## config.mk

```make
export PLATFORM = sky130hd
export DESIGN_NAME = smartflow_top
export DESIGN_NICKNAME = d
export VERILOG_FILES = /design/src/rtl/smartflow_pkg.sv /design/src/rtl/smartflow_phase_timer.sv /design/src/rtl/smartflow_top.sv
export SDC_FILE = /design/constraint.sdc
export NUM_CORES = 1
export LEC_CHECK = 0
export CELL_PAD_IN_SITES_DETAIL_PLACEMENT = 1
export CELL_PAD_IN_SITES_GLOBAL_PLACEMENT = 1
export CORE_MARGIN = 5
export CORE_UTILIZATION = 37
export CTS_BUF_LIST = sky130_fd_sc_hd__clkbuf_16
export CTS_CLUSTER_DIAMETER = 150
export DETAILED_ROUTE_END_ITERATION = 16
export PLACE_DENSITY_LB_ADDON = 0.2
export REMOVE_ABC_BUFFERS = 1
export SETUP_SLACK_MARGIN = 0.02
export SYNTH_ARGS = -nofsm -noshare
export SYNTH_HDL_FRONTEND = slang
export SYNTH_HIERARCHICAL = 1
export SYNTH_SLANG_ARGS = --single-unit
export TNS_END_PERCENT = 100
```

## constraint.sdc

```tcl
create_clock -name clk -period 4.2 [get_ports clk]
set_input_delay 0.63 -clock clk [delete_from_list [all_inputs] [get_ports clk]]
set_output_delay 0.63 -clock clk [all_outputs]
set_load 0.1 [all_outputs]
```

## src/rtl/smartflow_pkg.sv

```systemverilog
// Shared types and timing defaults for the smartFlow intersection controller.
package smartflow_pkg;

   typedef enum logic [2:0] {
      StNGreen  = 3'd0,
      StNYellow = 3'd1,
      StRed1    = 3'd2,
      StEGreen  = 3'd3,
      StEYellow = 3'd4,
      StRed2    = 3'd5
   } state_e;

   localparam int unsigned GreenBaseDef  = 4;
   localparam int unsigned GreenStepDef  = 2;
   localparam int unsigned YellowTimeDef = 2;
   localparam int unsigned AllredTimeDef = 1;
   localparam int unsigned MaxDensity    = 3;

   // Bits needed to hold (max_dur - 1); never below one bit.
   function automatic int unsigned dur_width(input int unsigned max_dur);
      return (max_dur <= 2) ? 1 : $clog2(max_dur);
   endfunction

   function automatic int unsigned max3(input int unsigned a, input int unsigned b,
                                        input int unsigned c);
      int unsigned m;
      m = (a > b) ? a : b;
      return (m > c) ? m : c;
   endfunction

   localparam int unsigned DurW =
      dur_width(max3(GreenBaseDef + MaxDensity * GreenStepDef, YellowTimeDef, AllredTimeDef));

endpackage

```

## src/rtl/smartflow_phase_timer.sv

```systemverilog
// Loadable down-counter for phase durations; expired flags a count of zero.
module phase_timer #(
   parameter int unsigned Width      = 4,
   parameter int unsigned ResetValue = 0
) (
   input  logic             clk,
   input  logic             reset,
   input  logic             load,
   input  logic [Width-1:0] load_value,
   output logic             expired
);

   logic [Width-1:0] count_q;

   always_ff @(posedge clk) begin
      if (reset) begin
         count_q <= Width'(ResetValue);
      end else if (load) begin
         count_q <= load_value;
      end else if (count_q != '0) begin
         count_q <= count_q - 1'b1;
      end
   end

   assign expired = (count_q == '0);

endmodule

```

## src/rtl/smartflow_top.sv

```systemverilog
// Adaptive two-way traffic-light controller with density-scaled green phases.
// Optional build macro SMARTFLOW_HOLD_EN: hold green while opposing demand is zero.
module smartflow_top
   import smartflow_pkg::*;
#(
   parameter int unsigned GREEN_BASE  = GreenBaseDef,
   parameter int unsigned GREEN_STEP  = GreenStepDef,
   parameter int unsigned YELLOW_TIME = YellowTimeDef,
   parameter int unsigned ALLRED_TIME = AllredTimeDef
) (
   input  logic       clk,
   input  logic       reset,
   input  logic [1:0] sensor_N,
   input  logic [1:0] sensor_E,
   output logic       green_N,
   output logic       yellow_N,
   output logic       red_N,
   output logic       green_E,
   output logic       yellow_E,
   output logic       red_E
);

   localparam int unsigned TimerW =
      dur_width(max3(GREEN_BASE + MaxDensity * GREEN_STEP, YELLOW_TIME, ALLRED_TIME));
   localparam logic [TimerW-1:0] YellowM1 = TimerW'(YELLOW_TIME - 1);
   localparam logic [TimerW-1:0] AllredM1 = TimerW'(ALLRED_TIME - 1);

   state_e            state_q, state_d;
   logic              load, expired;
   logic [TimerW-1:0] load_value;
   logic [TimerW-1:0] green_n_m1, green_e_m1;

   assign green_n_m1 = TimerW'(GREEN_BASE - 1) + TimerW'(GREEN_STEP) * TimerW'(sensor_N);
   assign green_e_m1 = TimerW'(GREEN_BASE - 1) + TimerW'(GREEN_STEP) * TimerW'(sensor_E);

   phase_timer #(
      .Width      (TimerW),
      .ResetValue (GREEN_BASE - 1)
   ) u_timer (
      .clk        (clk),
      .reset      (reset),
      .load       (load),
      .load_value (load_value),
      .expired    (expired)
   );

   always_ff @(posedge clk) begin
      if (reset) begin
         state_q <= StNGreen;
      end else begin
         state_q <= state_d;
      end
   end

   always_comb begin
      state_d    = state_q;
      load       = 1'b0;
      load_value = '0;
      if (expired) begin
         load = 1'b1;
         unique case (state_q)
            StNGreen: begin
`ifdef SMARTFLOW_HOLD_EN
               if (sensor_E == 2'd0) begin
                  state_d    = StNGreen;
                  load_value = green_n_m1;
               end else begin
                  state_d    = StNYellow;
                  load_value = YellowM1;
               end
`else
               state_d    = StNYellow;
               load_value = YellowM1;
`endif
            end
            StNYellow: begin
               state_d    = StRed1;
               load_value = AllredM1;
            end
            StRed1: begin
               state_d    = StEGreen;
               load_value = green_e_m1;
            end
            StEGreen: begin
`ifdef SMARTFLOW_HOLD_EN
               if (sensor_N == 2'd0) begin
                  state_d    = StEGreen;
                  load_value = green_e_m1;
               end else begin
                  state_d    = StEYellow;
                  load_value = YellowM1;
               end
`else
               state_d    = StEYellow;
               load_value = YellowM1;
`endif
            end
            StEYellow: begin
               state_d    = StRed2;
               load_value = AllredM1;
            end
            StRed2: begin
               state_d    = StNGreen;
               load_value = green_n_m1;
            end
            default: begin
               state_d    = StNGreen;
               load_value = green_n_m1;
            end
         endcase
      end
   end

   always_comb begin
      green_N  = 1'b0;
      yellow_N = 1'b0;
      red_N    = 1'b0;
      green_E  = 1'b0;
      yellow_E = 1'b0;
      red_E    = 1'b0;
      unique case (state_q)
         StNGreen:  begin green_N  = 1'b1; red_E = 1'b1; end
         StNYellow: begin yellow_N = 1'b1; red_E = 1'b1; end
         StEGreen:  begin green_E  = 1'b1; red_N = 1'b1; end
         StEYellow: begin yellow_E = 1'b1; red_N = 1'b1; end
         default:   begin red_N    = 1'b1; red_E = 1'b1; end
      endcase
   end

endmodule

```

==> results of run 1 <==
[worst register-to-register path: cells and delay by family, from the launching register on]
| kind | cells | cell delay, ns |
|---|---|---|
| fa+ha+maj | 1 | 0.28 |
| simple gates | 4 | 0.72 |
| flops | 1 | 0.48 |
| mux | 1 | 0.32 |
[final cells by class]
cell class,count,area share [%]
clock inverters,1,0.527
clock buffers,3,10.5
repair buffers,11,15.5
inverters,4,2.11
well taps,15,2.64
flip-flops and latches,7,19.7
multi-input cells,49,49.0
[stage by stage]
step | power [µW] | hold slack, ns | worst slack, ns | util, % | instances
2_1_floorplan | 256 | 0.529 | -0.547 | - | 60
3_3_place_gp | 296 | 0.579 | 1.55 | 47.5 | 86
3_5_place_dp | 301 | 0.593 | 1.52 | 47.5 | 86
4_1_cts | 462 | 0.599 | 1.26 | 53.4 | 90
5_1_grt | 485 | 0.628 | 1.22 | 53.4 | 90
6_report | 457 | 0.595 | 1.27 | 53.4 | 90
[worst paths after layout]
| check | start | to | slack (ns) |
|---|---|---|---|
| setup / recovery | state_q[2] | red_E | 1.27 |
| hold / removal | u_timer/count_q[1] | u_timer/count_q[1] | 0.59 |
| hold reg to reg | u_timer/count_q[1] | u_timer/count_q[1] | 0.59 |
| setup reg to reg | state_q[1] | u_timer/count_q[2] | 2.28 |
[cells in the final DEF, fill, tap and decap left out, drive strengths merged, types with 2 or more instances in the layout]
| master | count |
|---|---|
| nand2b | 2 |
| dfxtp | 7 |
| xnor2 | 3 |
| clkbuf | 3 |
| and2 | 2 |
| nor3 | 3 |
| ha | 2 |
| mux2 | 3 |
| a21oi | 4 |
| nor2 | 5 |
| inv | 5 |
| o21ai | 4 |
| nand2 | 4 |
| nor3b | 3 |
| clkdlybuf4s50 | 11 |
| and3 | 2 |
| nor2b | 3 |
[registers in the layout, summed over array words and instances, names as in the netlist]
register         cells
state_q              3
u_timer/count_q      4
[kinds of logic (layout without fill, tap and decap cells)]
group	count (synthesis)	after routing
AOI/OAI and AO/OA	14	14
xor gates and xnor gates	3	3
adders and majority gates	2	2
buffers and inverters	8	19
DFF	7	7
muxes	3	3
and+or+nand+nor	27	27
[power groups by stage]
stage | Combinational (µW) | Sequential (µW) | Clock [µW]
after floorplan | 152 | 104 | 0
after global placement | 187 | 109 | 0
after detailed placement | 191 | 110 | 0
after CTS | 192 | 109 | 161
after global routing | 206 | 112 | 168
final | 189 | 109 | 159
[per-layer routing]
metal  routed length (µm)  part of all wire [%]  up-vias
met5                    0                     0        -
met4                    0                     0        0
met3                   42                   3.6        0
met2                  594                    51        5
met1                  531                    46      214
li1                     -                     -      247
==> flow_summary_export.csv, run 1 <==
group,metric,value,unit
sta,rsz0062_at_grt,"no",
pwr,power_frac_comb,41.4,%
finish,fillers,169,
global_routing,grt_use_met1,14.8,%
routing,wl,1170,µm
yosys,async_flop_share,0,%
sta,relSlewSlack,34.8,%
routing,first_pass_iters,4,
finish,flow.area_growth_from_synthesis,33.3,%
worst_setup_path,critical_path.max_fanout,9,
routing,ant_nets,0,
sta,fin_tns_setup,0,ns
clock_network,cts-htree-levels,1,
floorplan,initial_core_util,40.1,%
worst_setup_path,path_cells,"nor2b_1 -> and2_1 -> nor2_1 -> clkdlybuf4s50_1",
yosys,synth-edff-count,0,
sta,setup_viol,0,
finish,layout-drive-gt1-share,14.7,%
clock_network,clkLatencyLatePin,0.23,ns
sta,fin_skew,0.00115,ns
worst_hold_path,whs_path_depth,3,
clock_network,cts_root_buf,"clkbuf_16",
pwr,internal-power,278,µW
yosys,yosys-top-cells-count,"dfxtp_1 (7), nor2_1 (5), a21oi_1 (4), inv_1 (4), nand2_1 (4)",
floorplan,core_area,0.00133,mm²
finish,multi_input_comb_area,349,µm²
finish,nNetsFinal,84,
yosys,yosys_warnings,6,
worst_setup_path,cp-start-kind,"register",
floorplan,fp-row-count,13,
clock_network,hold_buffers,0,
worst_setup_path,cp.depth,4,
yosys,synth_top_family_by_area,"simple AND/OR/NAND/NOR gates",
yosys,synth_flop_cell,"dfxtp_1",
yosys,synthDistinctLibCells,30,
sta,worst_pin_slew,0.975,ns
pwr,switchingPower,179,µW
routing,wl_per_cell,13.0,µm
routing,num_vias,466,
yosys,yosysTopAreaCell,"dfxtp_1",
floorplan,num_io_pins,12,
global_routing,antenna_found_initial,0,
routing,viasPerCell,5.18,
clock_network,clk_path_buf_depth,2,
placement,place_area,633,µm²
floorplan,fp.dieArea,0.00230,mm²
finish,stdcell_area,712,µm²
yosys,synth-simple-area-share,33.0,%
routing,drc,0,
worst_setup_path,critPathTopFamily,"buffers and inverters",
yosys,synth_xor_area_share,4.92,%
pwr,swShare,39.1,%
pwr,p_leak,0.000285,µW
sta,clock.fmax,342,MHz
global_routing,gr-usage-met3,5.64,%
worst_setup_path,required,3.57,ns
yosys,synth.most_common_cell,"dfxtp_1",
yosys,synth_top_cell_area_share,26.2,%
worst_setup_path,crit_arrival,2.30,ns
pwr,p_clk_share,34.8,%
yosys,synth_fa_ha_area_share,4.68,%
clock_network,cts_tree,"built",
sta,min_period,2.93,ns
pwr,vdd_drop_max,0.000369,V
floorplan,die_height,48,µm
placement,gp_congestion,0.625,
sta,fin_crit_sh,69.7,%
sta,slew_violations,0,
clock_network,cts.sink_count,7,
routing,drtIter0Drc,3,
yosys,synthesis.area,534,µm²
clock_network,cts_setup_buffers,0,
global_routing,overflow,0,
worst_setup_path,end_kind,"output pin",
finish,antenna_cells,0,
global_routing,grt_busiest_layer,"met2",
worst_setup_path,path_buf_inv,1,
flow_run,drv_cap,0,
finish,seq_area,140,µm²
worst_setup_path,critPathKind,"reg -> out",
yosys,syn_area_per_cell,8.35,µm²
sta,hold_viol_final,0,
global_routing,grt_pass1_vias,429,
floorplan,dieWidth,48,µm
yosys,synth_compound_area_share,15.7,%
yosys,syn_inst,64,
yosys,ys_seq_area_share,26.2,%
worst_setup_path,slowest_stage,"clkdlybuf4s50_1",
worst_hold_path,min_path_type,"reg -> reg",
pwr,p_seq_share,23.8,%
yosys,yosys_register_bits,7,
pwr,power_density,642,mW/mm²
worst_setup_path,rr_worst_depth,6,
global_routing,grt_pass1_wl,1830,µm
yosys,ys_top_cells_by_area,"dfxtp_1 (26%), nor3b_4 (7.0%), xnor2_1 (4.9%)",
placement,port_buffers,11,
clock_network,postCtsResizedCells,0,
clock_network,cts_buffers,3,
global_routing,met2_usage,16.9,%
clock_network,clkSlewWorstSetupHoldPaths,0.04,ns
status,outcome,"finished clean",
worst_setup_path,max_stage_delay,1.13,ns
yosys,synth.area.mux_share,7.03,%
global_routing,grt_max_degree,22,
global_routing,track_usage,11.5,%
placement,hpwl,878,µm
(Power assumes the default switching activity.)
==> run 2, diff against run 1 <==
--- a/config.mk
+++ b/config.mk
@@ -8,7 +8,7 @@
 export CELL_PAD_IN_SITES_DETAIL_PLACEMENT = 1
 export CELL_PAD_IN_SITES_GLOBAL_PLACEMENT = 1
 export CORE_MARGIN = 5
-export CORE_UTILIZATION = 37
+export CORE_UTILIZATION = 31
 export CTS_BUF_LIST = sky130_fd_sc_hd__clkbuf_16
 export CTS_CLUSTER_DIAMETER = 150
 export DETAILED_ROUTE_END_ITERATION = 16
==> constraint.sdc (replaced) <==
create_clock -name clk -period 2.6 [get_ports clk]
set_input_delay 0.39 -clock clk [delete_from_list [all_inputs] [get_ports clk]]
set_output_delay 0.39 -clock clk [all_outputs]
set_load 0.1 [all_outputs]
==> flow_summary_export.csv, run 2 (synthesis results as in run 1) <==
group,metric,value,unit
finish,biggestRegsByFlops,"u_timer/count_q x4, state_q x3",
global_routing,overflow,0,
finish,final_cell_mix,"buf_4 (7), dfxtp_1 (7), nor2_1 (5), inv_1 (5), clkdlybuf4s50_1 (5)",
worst_setup_path,critical_path.max_fanout,10,
worst_setup_path,cp-start-kind,"register",
global_routing,grt_pass1_wl,2080,µm
finish,largest_register_ffs,4,
sta,min_period,1.88,ns
worst_setup_path,end_kind,"register",
sta,fin_crit_sh,72.2,%
pwr,power_density,1050,mW/mm²
pwr,vdd_drop_max,0.000369,V
clock_network,hold_buffers,0,
routing,num_vias,473,
placement,place_ws,0.700,ns
placement,gp_congestion,0.719,
finish,nNetsFinal,85,
finish,flow.area_growth_from_synthesis,32.3,%
sta,slew_violations,0,
clock_network,clkSlewWorstSetupHoldPaths,0.04,ns
routing,ant_nets,0,
clock_network,cts_setup_buffers,0,
clock_network,clkLatencyLatePin,0.23,ns
routing,wl,1200,µm
sta,fin_skew,0.000591,ns
sta,setup_ws,0.722,ns
floorplan,fp-row-count,15,
floorplan,num_io_pins,12,
clock_network,cts.sink_count,7,
finish,regMostFlops,"u_timer/count_q",
global_routing,antenna_found_initial,0,
finish,antenna_cells,0,
worst_setup_path,required,2.70,ns
sta,fin_tns_setup,0,ns
floorplan,initial_core_util,31.6,%
sta,rsz0062_at_grt,"no",
floorplan,dieWidth,51.5,µm
worst_setup_path,crit_arrival,1.98,ns
sta,hold_viol_final,0,
clock_network,cts_tree,"built",
clock_network,postCtsResizedCells,0,
clock_network,cts-htree-levels,1,
worst_hold_path,min_path_type,"reg -> reg",
routing,first_pass_iters,4,
finish,layout-drive-gt1-share,23.7,%
clock_network,cts_root_buf,"clkbuf_16",
routing,drc,0,
placement,port_buffers,11,
global_routing,track_usage,10.8,%
global_routing,grt_pass1_vias,447,
floorplan,core_area,0.00169,mm²
flow_run,drv_cap,0,
status,outcome,"finished clean",
sta,relSlewSlack,66.0,%
worst_setup_path,critPathKind,"reg -> reg",
sta,worst_pin_slew,0.510,ns
sta,whs,0.596,ns
sta,clock.fmax,532,MHz
routing,drtIter0Drc,3,
pwr,p_leak,0.000299,µW
global_routing,grt_max_degree,17,
clock_network,cts_buffers,3,
clock_network,clk_path_buf_depth,2,
sta,setup_viol,0,
finish,stdcell_area,707,µm²
floorplan,die_height,51.5,µm
routing,wl_per_cell,12.9,µm
routing,viasPerCell,5.09,
pwr,finalPower,739,µW
floorplan,fp.dieArea,0.00265,mm²
placement,place_area,628,µm²
[run 2: cell types whose count changed in the layout (fill, tap and decap cells not counted), sizes merged]
cell	before	now
clkdlybuf4s50	11	5
buf	0	7
[run 2: stage by stage]
stage	std cells	utilization, %
3_3_place_gp	89	37.2
3_5_place_dp	89	37.2
5_1_grt	93	41.9
6_report	93	41.9
4_1_cts	93	41.9
2_1_floorplan	60	-
[run 2: critical path, cell delays in order (launching register included)]
cell and delay (ns):
dfxtp_1 0.49, nor3b_4 0.30, mux2_4 0.32, ha_1 0.28, and3_2 0.19, nor2b_1 0.11
nor3_1 0.06
[run 2: final timing paths]
check	start	end	slack [ns]	cells past startpoint
worst max register to register	state_q[1]	u_timer/count_q[2]	0.72	6
worst min-delay path	u_timer/count_q[1]	u_timer/count_q[1]	0.60	3
worst min register to register	u_timer/count_q[1]	u_timer/count_q[1]	0.60	3
worst max-delay path	state_q[1]	u_timer/count_q[2]	0.72	6
[run 2: cell type report]
| class | instances | area, µm² |
|---|---|---|
| well taps | 17 | 21.3 |
| multi-input cells | 49 | 349 |
| clock buffers | 3 | 75.1 |
| fillers | 205 | 982 |
| repair buffers | 12 | 103 |
| inverters | 4 | 15.0 |
| flip-flops and latches | 7 | 140 |
| clock inverters | 1 | 3.75 |
[run 2: metal layers]
layer / up-vias / part of all wire, % / GRT usage (%)
li1: 245 / - / -
met1: 216 / 49 / 13.5
met2: 10 / 44 / 15.9
met3: 2 / 5.9 / 4.58
met4: 0 / 1.1 / 5.24
met5: - / 0 / 0
[run 2: power breakdown]
group          switching [µW]  internal (µW)  total (µW)
registers                41.0            135         176
logic                     190            113         303
clock network            60.1            200         260
total                     291            448         739
